`src/rtl/sram_fifo_cmd_scheduler.sv`:
```
// Shares one QDR SRAM command port between FIFO ingress writes and egress reads.
// Optional macro SRAM_FIFO_STATS_EN adds saturating write/read/stall counters.
module sram_fifo_cmd_scheduler #(
  parameter int ADDR_W          = 19,
  parameter int MAX_OUTSTANDING = 8,
  parameter int WR2RD_LAT       = 4
) (
  input  logic              aclk,
  input  logic              areset,
  input  logic              calib_done,
  input  logic              flush,
  input  logic              wr_req,
  output logic              wr_grant,
  input  logic              rd_req,
  output logic              rd_grant,
  output logic              cmd_valid,
  output logic              cmd_we,
  output logic [ADDR_W-1:0] cmd_addr,
  input  logic              cmd_ready,
  input  logic              rd_ret,
  output logic              fifo_full,
  output logic              fifo_empty,
  output logic [ADDR_W:0]   fill_level
`ifdef SRAM_FIFO_STATS_EN
  ,
  output logic [31:0]       stat_wr_cnt,
  output logic [31:0]       stat_rd_cnt,
  output logic [31:0]       stat_stall_cnt
`endif
);

  localparam int INF_W = $clog2(MAX_OUTSTANDING + 1);
  localparam logic [ADDR_W:0]  DEPTH  = {1'b1, {ADDR_W{1'b0}}};
  localparam logic [INF_W-1:0] MAX_OS = INF_W'(MAX_OUTSTANDING);

  typedef enum logic [1:0] {ST_CALIB, ST_IDLE, ST_ISSUE} state_t;

  state_t              r_state, w_state_nxt;
  logic [ADDR_W-1:0]   r_wr_ptr, r_rd_ptr, w_wr_ptr_nxt, w_rd_ptr_nxt;
  logic [ADDR_W:0]     r_total_cnt, r_rd_cnt, w_total_nxt, w_rd_cnt_nxt;
  logic [INF_W-1:0]    r_inflight, w_inflight_nxt;
  logic [WR2RD_LAT-1:0] r_dly, w_dly_nxt;
  logic                r_last_was_wr, r_flush_pend;
  logic                r_cmd_valid, r_cmd_we;
  logic [ADDR_W-1:0]   r_cmd_addr;
  logic                r_fifo_full, r_fifo_empty;
  logic [ADDR_W:0]     r_fill_level;

  logic w_accept, w_wr_acc, w_rd_acc, w_exit, w_flush_exec;
  logic w_wr_elig, w_rd_elig, w_any, w_pick_wr, w_load;

  assign w_accept     = r_cmd_valid & cmd_ready;
  assign w_wr_acc     = w_accept & r_cmd_we;
  assign w_rd_acc     = w_accept & ~r_cmd_we;
  assign w_exit       = r_dly[WR2RD_LAT-1];
  assign w_flush_exec = (r_state == ST_IDLE) & r_flush_pend & (r_inflight == '0) & (r_dly == '0);

  // Each written word walks the delay line before it becomes readable.
  if (WR2RD_LAT == 1) begin : g_dly_one
    assign w_dly_nxt = w_wr_acc;
  end else begin : g_dly_many
    assign w_dly_nxt = {r_dly[WR2RD_LAT-2:0], w_wr_acc};
  end

  // Counts after this cycle's updates; eligibility is judged on these so that
  // the accept cycle can chain straight into the next command.
  always_comb begin
    // NOTE: every comb output gets a default first so no path infers a latch.
    w_wr_ptr_nxt   = r_wr_ptr;
    w_rd_ptr_nxt   = r_rd_ptr;
    w_total_nxt    = r_total_cnt;
    w_rd_cnt_nxt   = r_rd_cnt;
    w_inflight_nxt = r_inflight;
    if (w_flush_exec) begin
      w_wr_ptr_nxt = '0;
      w_rd_ptr_nxt = '0;
      w_total_nxt  = '0;
      w_rd_cnt_nxt = '0;
    end else begin
      if (w_wr_acc) begin
        w_wr_ptr_nxt = r_wr_ptr + ADDR_W'(1);
        w_total_nxt  = r_total_cnt + (ADDR_W+1)'(1);
      end
      if (w_rd_acc) begin
        w_rd_ptr_nxt = r_rd_ptr + ADDR_W'(1);
        w_total_nxt  = r_total_cnt - (ADDR_W+1)'(1);
      end
      if (w_exit && !w_rd_acc)      w_rd_cnt_nxt = r_rd_cnt + (ADDR_W+1)'(1);
      else if (!w_exit && w_rd_acc) w_rd_cnt_nxt = r_rd_cnt - (ADDR_W+1)'(1);
      if (w_rd_acc && !rd_ret)
        w_inflight_nxt = r_inflight + INF_W'(1);
      else if (!w_rd_acc && rd_ret && r_inflight != '0)
        w_inflight_nxt = r_inflight - INF_W'(1);
    end
  end

  assign w_wr_elig = wr_req & (w_total_nxt < DEPTH) & ~r_flush_pend;
  assign w_rd_elig = rd_req & (w_rd_cnt_nxt != '0) & (w_inflight_nxt < MAX_OS) & ~r_flush_pend;
  assign w_any     = w_wr_elig | w_rd_elig;
  assign w_pick_wr = w_wr_elig & (~w_rd_elig | ~r_last_was_wr);

  always_ff @(posedge aclk or posedge areset) begin
    if (areset) r_state <= ST_CALIB;
    else        r_state <= w_state_nxt;
  end

  always_comb begin
    w_state_nxt = r_state;
    w_load      = 1'b0;
    case (r_state)
      ST_CALIB: if (calib_done) w_state_nxt = ST_IDLE;
      ST_IDLE: begin
        if (!calib_done) w_state_nxt = ST_CALIB;
        else if (w_any) begin
          w_state_nxt = ST_ISSUE;
          w_load      = 1'b1;
        end
      end
      ST_ISSUE: begin
        if (w_accept) begin
          if (!calib_done) w_state_nxt = ST_CALIB;
          else if (w_any)  w_load      = 1'b1;
          else             w_state_nxt = ST_IDLE;
        end
      end
      default: w_state_nxt = ST_CALIB;
    endcase
  end

  always_comb begin
    wr_grant = 1'b0;
    rd_grant = 1'b0;
    if (r_state == ST_ISSUE) begin
      wr_grant = w_wr_acc;
      rd_grant = w_rd_acc;
    end
  end

  always_ff @(posedge aclk or posedge areset) begin
    // NOTE: sequential state uses non-blocking assignment so all registers
    // update together from pre-edge values.
    if (areset) begin
      r_wr_ptr      <= '0;
      r_rd_ptr      <= '0;
      r_total_cnt   <= '0;
      r_rd_cnt      <= '0;
      r_inflight    <= '0;
      r_dly         <= '0;
      r_last_was_wr <= 1'b0;
      r_flush_pend  <= 1'b0;
      r_cmd_valid   <= 1'b0;
      r_cmd_we      <= 1'b0;
      r_cmd_addr    <= '0;
      r_fifo_full   <= 1'b0;
      r_fifo_empty  <= 1'b1;
      r_fill_level  <= '0;
    end else begin
      r_wr_ptr     <= w_wr_ptr_nxt;
      r_rd_ptr     <= w_rd_ptr_nxt;
      r_total_cnt  <= w_total_nxt;
      r_rd_cnt     <= w_rd_cnt_nxt;
      r_inflight   <= w_inflight_nxt;
      r_dly        <= w_dly_nxt;
      if (flush)             r_flush_pend <= 1'b1;
      else if (w_flush_exec) r_flush_pend <= 1'b0;
      if (w_load) begin
        r_cmd_valid   <= 1'b1;
        r_cmd_we      <= w_pick_wr;
        r_cmd_addr    <= w_pick_wr ? w_wr_ptr_nxt : w_rd_ptr_nxt;
        r_last_was_wr <= w_pick_wr;
      end else if (w_accept) begin
        r_cmd_valid <= 1'b0;
      end
      r_fifo_full  <= (w_total_nxt == DEPTH);
      r_fifo_empty <= (w_rd_cnt_nxt == '0);
      r_fill_level <= w_total_nxt;
    end
  end

  assign cmd_valid  = r_cmd_valid;
  assign cmd_we     = r_cmd_we;
  assign cmd_addr   = r_cmd_addr;
  assign fifo_full  = r_fifo_full;
  assign fifo_empty = r_fifo_empty;
  assign fill_level = r_fill_level;

`ifdef SRAM_FIFO_STATS_EN
  logic [31:0] r_stat_wr_cnt, r_stat_rd_cnt, r_stat_stall_cnt;

  always_ff @(posedge aclk or posedge areset) begin
    if (areset || w_flush_exec) begin
      r_stat_wr_cnt    <= '0;
      r_stat_rd_cnt    <= '0;
      r_stat_stall_cnt <= '0;
    end else begin
      if (w_wr_acc && r_stat_wr_cnt != '1) r_stat_wr_cnt <= r_stat_wr_cnt + 32'd1;
      if (w_rd_acc && r_stat_rd_cnt != '1) r_stat_rd_cnt <= r_stat_rd_cnt + 32'd1;
      if (r_cmd_valid && !cmd_ready && r_stat_stall_cnt != '1)
        r_stat_stall_cnt <= r_stat_stall_cnt + 32'd1;
    end
  end

  assign stat_wr_cnt    = r_stat_wr_cnt;
  assign stat_rd_cnt    = r_stat_rd_cnt;
  assign stat_stall_cnt = r_stat_stall_cnt;
`else
  // Statistics build option off: no counters.
`endif

endmodule

```
`config.mk`:
```
export PLATFORM = sky130hd
export DESIGN_NAME = sram_fifo_cmd_scheduler
export DESIGN_NICKNAME = d
export VERILOG_FILES = /design/src/rtl/sram_fifo_cmd_scheduler.sv
export SDC_FILE = /design/constraint.sdc
export NUM_CORES = 1
export LEC_CHECK = 0
export BUFFER_PORTS_ARGS = -buffer_cell sky130_fd_sc_hd__buf_2
export CORE_ASPECT_RATIO = 0.75
export CORE_MARGIN = 1
export CORE_UTILIZATION = 45
export CTS_CLUSTER_SIZE = 14
export DETAILED_ROUTE_END_ITERATION = 10
export PLACE_DENSITY = 0.65
export SLEW_MARGIN = 20
export SYNTH_ARGS = -nofsm -noshare
export SYNTH_HDL_FRONTEND = slang
export SYNTH_SLANG_ARGS = --single-unit
export TNS_END_PERCENT = 20
```
`constraint.sdc`:
```
create_clock -name aclk -period 3.5 [get_ports aclk]
set_clock_uncertainty 0.05 [all_clocks]
set_input_delay 0.175 -clock aclk [delete_from_list [all_inputs] [get_ports aclk]]
set_output_delay 0.175 -clock aclk [all_outputs]
set_load 0.02 [all_outputs]
```
==> summary.md <==
| Metric | Value |
|---|---|
| Critical Path RT | `3690 ps` |
| CTS tree | `built` |
| Non-Filler Instances | `1017` |
| Most used DFF post-synth | `dfrtp_1` |
| P&R area growth vs syn | `27.5%` |
| DRT iter0 DRCs | `479` |
| Root buffer cell | `clkbuf_16` |
| CP Class | `flop to flop` |
| Synthesized cell area | `6590 um^2` |
| Syn. warnings | `0` |
| Mapped Cells | `677` |
| Final Setup Violations | `21` |
| Clock-pin slew on the worst setup and hold paths | `80 ps` |
| Initial DRT Pass Iterations | `5` |
| Final period utilization | `1.03` |
| Synthesized Nets | `697` |
| Post-synthesis cell type count | `71` |
| Hold WS | `-32.2 ps` |
| Status | `complete, but fails checks` |
| Number of global-route vias before repair | `5674` |
| Commonest cells post-synth | `dfrtp_1, nor2_1, nand2_1` |
| Sink Count | `112` |
| Post-synth top area cell | `dfrtp_1` |
| Mapped Avg Cell Area | `9.73 um^2` |
| Synth top area share | `0.422` |
| Routed WL | `18500 um` |
| Total CTS buffers | `9` |
| Final #Nets | `837` |
| Final Max Slew Viols | `0` |
| GRT Residual Overflow | `0` |
| Placed cells | `976` |
| Drt wl/cell | `18.2 um` |
| Cell Pwr Density | `559 nW/um^2` |
| Seq/Total Area, Yosys | `0.426` |
| Setup crit end kind | `flop` |
| Pin count of the biggest net entering global routing | `72` |
| Post-detail-place hpwl | `13000 um` |
| I/O pins | `53` |
| First-pass GRT wire length | `29700 um` |
| Failing checks | `negative hold slack, negative setup slack` |
| GRT Util Overall | `0.254` |
| Worst-skew pair later-pin latency | `350 ps` |
| Worst hold path type | `input port to async pin` |
| WP data arrival | `3810 ps` |
| Final instance area | `8400 um^2` |
| Die width | `142 um` |
| DP Worst Slack | `-166 ps` |
| Die H | `107 um` |
| Final Critical Period | `3620 ps` |
| Row count | `37` |
| RSZ-0062 raised after global routing | `true` |
| LEAKAGE | `4.02 nW` |
| Via density per instance | `5.70` |
| Most common cell in the netlist | `dfrtp_1` |
| Post-synth ARST share | `1.00` |
| Slew @ Worst Pin | `921 ps` |
| Type of origin of the critical path | `flop` |
| Full die area | `15100 um^2` |
| Largest fanout on the critical path | `6` |
| CORE AREA | `14000 um^2` |
| Fmax | `276 MHz` |
| Number of diodes | `0` |
| R2R setup slack | `-120 ps` |
| VDD IR max | `0.356 mV` |
| Via count | `5797` |
| Slew HR | `0.386` |
| Depth of the CTS H-tree | `3` |
| Initial Util | `0.471` |
| ANT nets after route | `0` |
| Top area cells in the synthesized netlist | `dfrtp_1, nor2_1, mux2_4` |
| CTS Buffer Depth | `2` |
| Share of layout cells above drive strength 1 | `0.320` |
| # DRC | `0` |
| Initial antenna violation count | `0` |
| MaxCap Viol Count | `0` |
| Hold Fails Final Rpt | `27` |
| Placed cell area | `7690 um^2` |
| RD Place Congestion | `0.963` |
| Yosys reg bits | `112` |
| IO buf count | `52` |
| Worst setup margin | `-122 ps` |
| Number of synthesized flops with an enable pin | `0` |
-- repair_timing --
action | in CTS | in global routing
cloned | 2 | 2
pin swaps | 9 | 13
endpoints found under the setup margin | 21 | 23
hold buffers | 1 | 0
resized for setup | 28 | 26
hold endpoints to repair | 1 | 0
buffers inserted | 14 | 10
-- sequential cells by signal (all words and copies together), names as in the netlist --
register	flops
r_state	2
r_rd_ptr	19
r_inflight	4
r_rd_cnt	20
fill_level	20
cmd_valid	1
fifo_full	1
fifo_empty	1
r_wr_ptr	19
r_flush_pend	1
cmd_we	1
cmd_addr	19
r_dly	4
-- layout make-up --
type / count / area [um^2]
Clock buffer: 12 / 246
Clock inverter: 4 / 36.3
Fill cell: 1206 / 5580
Inverter: 20 / 80.1
Multi-Input combinational cell: 508 / 3760
Sequential cell: 112 / 2810
Tap cell: 195 / 244
Timing Repair Buffer: 166 / 1220
-- through the flow --
stage,util,power (mW),TNS [ps],hold slack (ps)
floorplan,-,2.76,0,217
global placement,0.550,3.42,-1930,307
detailed placement,0.550,3.47,-2860,308
CTS,0.590,4.58,-1630,6.01
global route,0.601,4.95,-4070,49.4
finish,0.601,4.69,-1980,-32.2
-- worst paths after layout --
check                              start            end  cells after the start
worst max-delay path              cmd_we    cmd_addr[2]                     13
worst min-delay path              areset  r_inflight[1]                      2
worst max register to register    cmd_we    cmd_addr[2]                     13
worst min register to register  r_dly[2]       r_dly[3]                      0
max in group asynchronous         areset    r_rd_cnt[0]                      3
min in group aclk                 rd_ret  r_inflight[1]                      2
-- cell families (layout without fill, tap and decap cells) --
| group | count (synthesis) | in the layout | share of synthesized area |
|---|---|---|---|
| xor gates and xnor gates | 60 | 60 | 0.0798 |
| adders and majority gates | 12 | 12 | 0.0228 |
| buffers and inverters | 57 | 202 | 0.0414 |
| AOI/OAI and AO/OA | 86 | 86 | 0.0864 |
| and+or+nand+nor | 299 | 299 | 0.248 |
| DFF | 112 | 112 | 0.426 |
| muxes | 51 | 51 | 0.0959 |
-- cell usage in the layout (no fill, tap or decap), types with 20 or more instances in the layout --
master,instances
dfrtp_1,110
buf_4,99
nor2_1,77
buf_2,53
nand2_1,43
mux2_4,38
xor2_1,31
nand4_1,29
a21oi_1,29
nand3_1,28
xnor2_1,28
nor3_1,20
-- routing by layer --
layer,routed length [um],share of wire,vias up,track usage
li1,-,-,2714,-
met2,8050,0.44,202,0.386
met3,1060,0.058,31,0.0500
met1,9040,0.49,2850,0.366
met4,314,0.017,0,0.0737
met5,0,0,-,0
-- where the power goes --
group | switching (mW) | leakage, nW | internal (mW)
Combinational | 1.06 | 2.35 | 0.933
Clock | 0.502 | 0.135 | 0.514
Sequential | 0.216 | 1.53 | 1.46
-- worst max-delay path: stages (launching register included) --
cell and delay [ps]:
dfrtp_1 420, and3b_2 280, buf_4 150, or4_4 540, and4_4 200, a211o_1 280, a2111oi_4 210, and4bb_1 270
buf_4 130, a21oi_4 50, or2_4 280, nand4b_4 160, clkbuf_16 200, mux2_4 290
(Power assumes the default switching activity.)
